## config.mk

```make
export PLATFORM = sky130hd
export DESIGN_NAME = sram_sp_sync
export DESIGN_NICKNAME = d
export VERILOG_FILES = /design/src/rtl/sram_pkg.sv /design/src/rtl/sram_array.sv /design/src/rtl/sram_sp_sync.sv
export SDC_FILE = /design/constraint.sdc
export NUM_CORES = 2
export LEC_CHECK = 0
export CELL_PAD_IN_SITES_DETAIL_PLACEMENT = 0
export CELL_PAD_IN_SITES_GLOBAL_PLACEMENT = 1
export CORE_MARGIN = 2
export CORE_UTILIZATION = 35
export DETAILED_ROUTE_END_ITERATION = 8
export PLACE_DENSITY_LB_ADDON = 0.1
export SYNTH_ARGS = -nofsm -noshare
export SYNTH_HDL_FRONTEND = slang
export SYNTH_SLANG_ARGS = --single-unit
```

## constraint.sdc

```tcl
create_clock -name clk -period 5.6 [get_ports clk]
set_input_delay 1.12 -clock clk [delete_from_list [all_inputs] [get_ports clk]]
set_output_delay 1.12 -clock clk [all_outputs]
set_load 0.05 [all_outputs]
```

## src/rtl/sram_pkg.sv

```systemverilog
// Shared types and helpers for the synchronous single-port SRAM.
package sram_pkg;

  typedef enum logic {
    ST_INIT = 1'b0,
    ST_RUN  = 1'b1
  } state_e;

  function automatic int unsigned nbytes(input int unsigned data_width);
    return data_width / 8;
  endfunction

  // Even parity: the stored bit makes the byte plus parity have an even number of ones.
  function automatic logic even_par(input logic [7:0] b);
    return ^b;
  endfunction

endpackage

```

## src/rtl/sram_array.sv

```systemverilog
// Storage array with per-byte write enables and a synchronous read register.
// Optional per-byte parity column when SRAM_PARITY_EN is defined.
module sram_array
  import sram_pkg::*;
#(
  parameter int unsigned DATA_WIDTH = 16,
  parameter int unsigned ADDR_WIDTH = 8,
  parameter int unsigned RAM_DEPTH  = 256
) (
  input  logic                           clk,
  input  logic                           reset,
  input  logic                           we,
  input  logic                           re,
  input  logic                           rd_clr,
  input  logic [ADDR_WIDTH-1:0]          addr,
  input  logic [DATA_WIDTH-1:0]          wdata,
  input  logic [nbytes(DATA_WIDTH)-1:0]  be,
  output logic [DATA_WIDTH-1:0]          rdata,
  output logic                           par_err
);

  localparam int unsigned NB = nbytes(DATA_WIDTH);

  logic [DATA_WIDTH-1:0] mem_q [RAM_DEPTH];
  logic [DATA_WIDTH-1:0] rdata_q, rdata_d;

  always_ff @(posedge clk) begin
    if (we) begin
      for (int i = 0; i < NB; i++) begin
        if (be[i]) mem_q[addr][8*i +: 8] <= wdata[8*i +: 8];
      end
    end
  end

  // Out-of-range reads load zero so the response carries no stale data.
  always_comb begin
    rdata_d = rdata_q;
    if (rd_clr)  rdata_d = '0;
    else if (re) rdata_d = mem_q[addr];
  end

  always_ff @(posedge clk) begin
    if (reset) rdata_q <= '0;
    else       rdata_q <= rdata_d;
  end

  assign rdata = rdata_q;

`ifdef SRAM_PARITY_EN
  logic [NB-1:0] par_q [RAM_DEPTH];
  logic [NB-1:0] par_calc_c;
  logic          par_err_q, par_err_d;

  always_ff @(posedge clk) begin
    if (we) begin
      for (int i = 0; i < NB; i++) begin
        if (be[i]) par_q[addr][i] <= even_par(wdata[8*i +: 8]);
      end
    end
  end

  always_comb begin
    par_calc_c = '0;
    for (int i = 0; i < NB; i++) par_calc_c[i] = even_par(mem_q[addr][8*i +: 8]);
  end

  always_comb begin
    par_err_d = par_err_q;
    if (rd_clr)  par_err_d = 1'b0;
    else if (re) par_err_d = (par_calc_c != par_q[addr]);
  end

  always_ff @(posedge clk) begin
    if (reset) par_err_q <= 1'b0;
    else       par_err_q <= par_err_d;
  end

  assign par_err = par_err_q;
`else
  assign par_err = 1'b0;
`endif

endmodule

```

## src/rtl/sram_sp_sync.sv

```systemverilog
// Synchronous single-port SRAM: valid/ready requests, 1-cycle read response,
// self-clearing init after reset. Define SRAM_PARITY_EN for per-byte parity.
module sram_sp_sync
  import sram_pkg::*;
#(
  parameter int unsigned           DATA_WIDTH = 16,
  parameter int unsigned           ADDR_WIDTH = 8,
  parameter int unsigned           RAM_DEPTH  = 256,
  parameter int unsigned           INIT_ADDR  = 124,
  parameter logic [DATA_WIDTH-1:0] INIT_VALUE = 16'h3779
) (
  input  logic                           clk,
  input  logic                           reset,
  input  logic                           req_valid,
  output logic                           req_ready,
  input  logic                           req_write,
  input  logic [ADDR_WIDTH-1:0]          req_addr,
  input  logic [DATA_WIDTH-1:0]          req_wdata,
  input  logic [nbytes(DATA_WIDTH)-1:0]  req_be,
  output logic                           rsp_valid,
  input  logic                           rsp_ready,
  output logic [DATA_WIDTH-1:0]          rsp_rdata,
  output logic                           init_busy,
  output logic                           addr_err,
  output logic                           rsp_par_err
);

  localparam int unsigned NB  = nbytes(DATA_WIDTH);
  localparam int unsigned AW1 = ADDR_WIDTH + 1;

  state_e                state_q, state_d;
  logic [ADDR_WIDTH-1:0] init_cnt_q, init_cnt_d;
  logic                  rsp_valid_q, rsp_valid_d;
  logic                  init_busy_q, init_busy_d;
  logic                  addr_err_q, addr_err_d;

  logic                  accept_c, oor_c;
  logic                  arr_we, arr_re, arr_clr;
  logic [ADDR_WIDTH-1:0] arr_addr;
  logic [DATA_WIDTH-1:0] arr_wdata;
  logic [NB-1:0]         arr_be;

  // A stalled response blocks new requests so it is never overwritten.
  assign req_ready = (state_q == ST_RUN) && !(rsp_valid_q && !rsp_ready);
  assign accept_c  = req_valid && req_ready;
  assign oor_c     = {1'b0, req_addr} >= AW1'(RAM_DEPTH);

  always_comb begin
    state_d     = state_q;
    init_cnt_d  = init_cnt_q;
    rsp_valid_d = rsp_valid_q;
    addr_err_d  = 1'b0;
    arr_we      = 1'b0;
    arr_re      = 1'b0;
    arr_clr     = 1'b0;
    arr_addr    = req_addr;
    arr_wdata   = req_wdata;
    arr_be      = req_be;

    case (state_q)
      ST_INIT: begin
        arr_we    = 1'b1;
        arr_addr  = init_cnt_q;
        arr_be    = '1;
        arr_wdata = (init_cnt_q == ADDR_WIDTH'(INIT_ADDR)) ? INIT_VALUE : '0;
        if (init_cnt_q == ADDR_WIDTH'(RAM_DEPTH - 1)) state_d = ST_RUN;
        else                                          init_cnt_d = init_cnt_q + 1'b1;
      end
      ST_RUN: begin
        if (rsp_valid_q && rsp_ready) rsp_valid_d = 1'b0;
        if (accept_c) begin
          addr_err_d = oor_c;
          if (req_write) begin
            arr_we = !oor_c;
          end else begin
            rsp_valid_d = 1'b1;
            arr_re      = !oor_c;
            arr_clr     = oor_c;
          end
        end
      end
      default: state_d = ST_INIT;
    endcase

    init_busy_d = (state_d == ST_INIT);
  end

  always_ff @(posedge clk) begin
    if (reset) begin
      state_q     <= ST_INIT;
      init_cnt_q  <= '0;
      rsp_valid_q <= 1'b0;
      init_busy_q <= 1'b1;
      addr_err_q  <= 1'b0;
    end else begin
      state_q     <= state_d;
      init_cnt_q  <= init_cnt_d;
      rsp_valid_q <= rsp_valid_d;
      init_busy_q <= init_busy_d;
      addr_err_q  <= addr_err_d;
    end
  end

  sram_array #(
    .DATA_WIDTH (DATA_WIDTH),
    .ADDR_WIDTH (ADDR_WIDTH),
    .RAM_DEPTH  (RAM_DEPTH)
  ) u_array (
    .clk     (clk),
    .reset   (reset),
    .we      (arr_we),
    .re      (arr_re),
    .rd_clr  (arr_clr),
    .addr    (arr_addr),
    .wdata   (arr_wdata),
    .be      (arr_be),
    .rdata   (rsp_rdata),
    .par_err (rsp_par_err)
  );

  assign rsp_valid = rsp_valid_q;
  assign init_busy = init_busy_q;
  assign addr_err  = addr_err_q;

endmodule

```

# After elaboration in Yosys (flattened, before gate mapping)

Memory sizes are Yosys's and may differ from the RTL's. A register that Yosys moved wholly into a read port is not among the register bits.
Cells that the tools add are included.

Register bits: 11
RAM bits: 4,096
Input port bits: 31
Output and inout port bits: 21
Logic and storage cells: 39
Memories: 1

Memories:

| name          | words | bits a word | rd ports | clocked after memory_dff | write ports | line             | RTL |
|---|---|---|---|---|---|---|---|
| u_array.mem_q | 256   | 16          | 1        | 1                        | 1           | sram_array.sv:24 | `logic [DATA_WIDTH-1:0] mem_q [RAM_DEPTH];` |

$add $sub $neg: 1
Equal/unequal tests: 2
Mux-type cells: 21
Bitwise logic cells: 3
Reduce and logical (&&, ||, !) cells: 7

Operators with widths:

| kind                | count |
|---|---|
| $mux 1              | 16 |
| $mux 16             | 1 |
| $mux 14             | 1 |
| $add 8x1->8 const B | 1 |
| $eq 8x7->1 const B  | 1 |
| $eq 8x8->1 const B  | 1 |
| $mux 8              | 1 |
| $logic_and 1x1->1   | 4 |
| $not 1->1           | 3 |
| $logic_not 1->1     | 2 |
| $mux 2              | 1 |
| $pmux 1 s2          | 1 |
| $reduce_and 2->1    | 1 |

# Depth between registers and ports, before layout

Word-level depth: 9
Depth in mapped cells: 12

# Modules after synthesis

Synthesis repeated with hierarchy kept, for this count alone.

Cells, all modules: 7,580
Area, all modules: 160,466.4 µm²

By module, submodules not included:

| module       | instances | cells an instance | area an instance (µm²) | sequential area each (µm²) |
|---|---|---|---|---|
| sram_array   | 1         | 7,479             | 159,601.8              | 123,318.3 |
| sram_sp_sync | 1         | 101               | 864.6                  | 220.2 |

# Worst setup path after synthesis

OpenSTA, ideal clock, no wires.

Path kind: register -> register
From: reg state_q
To: mem u_array.mem_q[0][11] (data pin)
Setup time: 867 ps
Data arrival time: 4,554 ps
Path slack: 179 ps
Cell stages (with the launch flop): 6
Clock period less this slack: 5,421 ps
Path through: dfxtp_1 -> buf_6 -> clkbuf_1 -> clkbuf_1 -> clkbuf_1 -> and2_1

Longest elaborated chain between the ends: 1

RTL lines:

| item                     | line               | RTL |
|---|---|---|
| start: declaration       | sram_sp_sync.sv:31 | `state_e state_q, state_d;` |
| start signal: assignment | sram_sp_sync.sv:96 | `state_q <= state_d;` |
| $mux 16                  | sram_sp_sync.sv:60 | `case (state_q)` |
| net arr_wdata[11]        | sram_sp_sync.sv:40 | `logic [DATA_WIDTH-1:0] arr_wdata;` |
| end: declaration         | sram_array.sv:24   |  |

The timed path passes the listed nets, and every way through them passes these cells.

# Worst setup path after layout

From: reg state_q
To: reg u_array.rdata_q[11] (netlist: u_array.rdata[11]) (read register of u_array.mem_q)

Longest elaborated chain between the ends: 4

RTL lines:

| item              | line               | RTL |
|---|---|---|
| $logic_and 1x1->1 | sram_sp_sync.sv:44 | `assign req_ready = (state_q == ST_RUN) && !(rsp_valid_q && !rsp_ready);` |
| $logic_and 1x1->1 | sram_sp_sync.sv:45 | `assign accept_c = req_valid && req_ready;` |
| $mux 1            | sram_sp_sync.sv:71 | `if (accept_c) begin` |
| $mux 1            | sram_sp_sync.sv:60 |  |
| end: declaration  | sram_array.sv:25   | `logic [DATA_WIDTH-1:0] rdata_q, rdata_d;` |

Several ways; a longest one is shown, not always the timed one.
A chain may end at the register's enable or synchronous reset.

==> results_dict.tcl <==
set metrics [dict create \
    slew_headroom_pct 8.570 \
    cts_post_setup_buffers_inserted 0 \
    cts_tree "built" \
    min_period_ns 5.200 \
    mostFrequentLayoutCell "edfxtp_1" \
    dr_total_vias 76790 \
    post_route_cells_drive_above_1_share_pct 27.34 \
    port_buffers 49 \
    final_util_pct 40.84 \
    cts.clk_slew.worst_paths_ns 0.07 \
    max_freq_ghz 0.1923 \
    hold_violations 0 \
    maximum_number_of_pins_on_one_net_before_global_route_repair 161 \
    htreeDepth 5 \
    cts.sinks 4123 \
    design.portCount 52 \
    synth_sequential_area_ratio_pct 78.22 \
    num-fill-cells 39260 \
    groute.usage.overall_pct 20.19 \
    dp_cells 13360 \
    timing.rr.end "u_array.rdata[11]$_SDFFE_PP0P_" \
    path_buf_inv 4 \
    p_leak_nw 59.13 \
    layout-area-overhead-vs-synth_pct 16.13 \
    timing.hold.worst.start "u_array.rdata[10]$_SDFFE_PP0P_" \
    whs_path_depth 2 \
    r2r_start "state_q$_SDFF_PP0_" \
    grt_setup_unrepaired "no" \
    final_cell_mix "4096 x edfxtp_1, 1024 x mux4_2, 535 x nor2_1" \
    report.final.slew_viol_count 0 \
    cts_made_buffers 436 \
    synth.cell_area_sq_um 157900 \
    via_per_inst 5.420 \
    cell_types_with_the_largest_area_share_after_synthesis "edfxtp_1 78%, mux4_2 15%, a22oi_1 2.0%, nor2_1 1.3%, a21oi_1 0.67%" \
    ys_seq_elements 4123 \
    worst_skew_pair.late_latency_ns 1.00 \
    max-cap-violations 0 \
    cts_hold_repair.buffers 0 \
    setup_crit_path_kind "register to register" \
    wire_per_inst_um 32.86 \
    timing.critical_path.cells "mux2_8, buf_12, buf_12, buf_4, buf_4, mux4_2, a22oi_1, a21oi_1, nor3_1, nand3_1, o221a_1" \
    layoutNonFillerInstCount 14170 \
    worstSetupStartpointType "register" \
    first_global_vias 80190 \
    worst_reg_to_reg_cells 11 \
    dieHeight_um 675.7 \
    critical_path_depth 11 \
    chipWidth_um 675.7 \
    drtIter0Drc 7074 \
    globalRoute.totalOverflow 0 \
    initial_utilization_pct 35.17 \
    final-setup-viol-count 0 \
    routed_wirelength_um 465500 \
    r2r_slack_ns 0.40 \
    holdWs_ns 0.5204 \
    cts.repair.resized 0 \
    synth_cell_type_count 51 \
    row_count 246 \
    core-area_sq_um 449100 \
    ant_nets 0 \
    min_delay_worst_endpoint "u_array.rdata[10]$_SDFFE_PP0P_" \
    tcrit_tclk_final_pct 92.86 \
    max_stage_delay_ns 1.01 \
    synth_top_cell_by_area "edfxtp_1" \
    outcome "complete, no violations" \
    critPathMaxFanout 32 \
    asyncSetResetFlopFracSynth_pct 0 \
    worst_ir_drop_vdd_v 0.0002475 \
    final.setup.tns_ns 0 \
    ys_warn_count 0 \
    place.detailed.hpwl_um 286400 \
    cts_buffer_depth 4 \
    min-delay-path-class "register to register" \
    cp_top_family "multiplexers" \
    cts-root-buf "clkbuf_16" \
    worst-endpoint-arrival_ns 6.06 \
    finalWeightedCongestion 0.7716 \
    drt_pass1_iterations 6 \
    remaining_drc_errors 0 \
    timing.critical_path.required_ns 6.46 \
    netlist.area_leader.share_pct 77.88 \
    synth_edf_count 4096 \
    max_slew.worst_pin.slew_ns 1.354 \
    number_of_antenna_violations_at_the_first_check_in_global_routing 22 \
    setup.worst_path.end_class "register" \
    cellPowerDensity_nw_per_um2 355.3 \
    global_route_wire_length_before_repair_um 650200 \
    ys_dominant_reg_cell "edfxtp_1" \
    critical_path.slowest_cell "nor3_1" \
    fin_worst_skew_ns 0.02809 \
    layout.nets 7879 \
    post_synth.cell_area_avg_sq_um 21.69 \
    floorplan.die_area_sq_um 456600 \
    gate_count_after_technology_mapping 7280 \
]
-- worst min-delay path, stage by stage, from the launching register on --
cell and delay, ns:
dfxtp_1 0.33, nor2_1 0.10, a311oi_1 0.05
-- cells in the mapped netlist, types with 3 or more instances --
| master | count |
|---|---|
| nor4_1 | 7 |
| inv_1 | 9 |
| edfxtp_1 | 4096 |
| a41oi_1 | 48 |
| nand4_1 | 3 |
| a22oi_1 | 417 |
| o41ai_1 | 48 |
| nor2_1 | 536 |
| mux4_2 | 1024 |
| xor2_1 | 3 |
| dfxtp_1 | 27 |
| buf_6 | 40 |
| nor2b_1 | 3 |
| clkbuf_1 | 256 |
| a21oi_1 | 211 |
| buf_1 | 49 |
| nor3_1 | 9 |
| buf_2 | 88 |
| o21ai_0 | 8 |
| nand2b_1 | 4 |
| a32o_1 | 3 |
| and2_1 | 6 |
| a21o_1 | 10 |
| nand3_1 | 44 |
| buf_4 | 30 |
| o21ai_1 | 10 |
| and3_1 | 6 |
| o221a_1 | 10 |
| nand2_1 | 237 |
| a311oi_1 | 6 |
-- worst max path at each step --
stage,from,to,slack (ns)
2_1_floorplan,state_q$_SDFF_PP0_,u_array.mem_q[0][11]$_DFFE_PP_,0.18
3_3_place_gp,req_addr[0],u_array.rdata[7]$_SDFFE_PP0P_,-1.05
3_5_place_dp,req_addr[0],u_array.rdata[11]$_SDFFE_PP0P_,-0.44
4_1_cts,state_q$_SDFF_PP0_,u_array.rdata[11]$_SDFFE_PP0P_,0.33
5_1_grt,state_q$_SDFF_PP0_,u_array.rdata[11]$_SDFFE_PP0P_,0.18
6_report,state_q$_SDFF_PP0_,u_array.rdata[11]$_SDFFE_PP0P_,0.40
-- where the power goes --
part           switching [mW]  internal, mW  total [mW]
combinational            1.86          1.48        3.34
sequential             0.0115          33.4        33.5
clock                    12.1          16.2        28.4
-- sequential cells by signal, summed over array words and instances (netlist names) --
signal         flops
init_busy          1
rsp_valid          1
u_array.mem_q   4096
init_cnt_q         8
u_array.rdata     16
state_q            1
-- routing by layer --
layer / up-vias / GRT usage, % / wire [um]
met5: - / 0 / 56
met4: 8 / 5.715 / 13830
met1: 42270 / 27.65 / 200100
met2: 2011 / 33.98 / 231100
met3: 613 / 2.536 / 20410
li1: 31890 / - / -
-- cells by family (layout without fill, tap and decap cells) --
logic type,after synthesis,after routing,share of synthesized area (%)
flops,4123,4123,78.22
mux,1028,1028,14.63
simple gates,860,860,2.141
compound gates,788,788,3.502
buf+inv,473,1401,1.455
xor+xnor,5,5,0.02773
fa+ha+maj,2,2,0.01584
other cells,1,9,0.002374
-- stage by stage --
step                setup WS [ns]  power, mW  cell area (sq um)
floorplan                  0.1791      36.16             157900
global placement           -1.048      37.53             169500
detailed placement        -0.4354      37.52             169600
CTS                        0.3321      65.87             183400
global route               0.1832      67.08             183400
finish                     0.4001      65.17             183400
-- area by class of cell --
| cell class | count | area (sq um) | share of cell area (%) |
|---|---|---|---|
| inverter | 10 | 37.54 | 0.02047 |
| antenna | 7 | 17.52 | 0.009551 |
| timing repair buffer | 590 | 5991 | 3.266 |
| tap | 5952 | 7447 | 4.060 |
| sequential | 4123 | 123500 | 67.36 |
| multi-input combinational | 2685 | 32570 | 17.76 |
| clock inverter | 267 | 2435 | 1.328 |
| clock buffer | 534 | 11370 | 6.201 |
No activity file was read; power rests on OpenSTA's default activity.
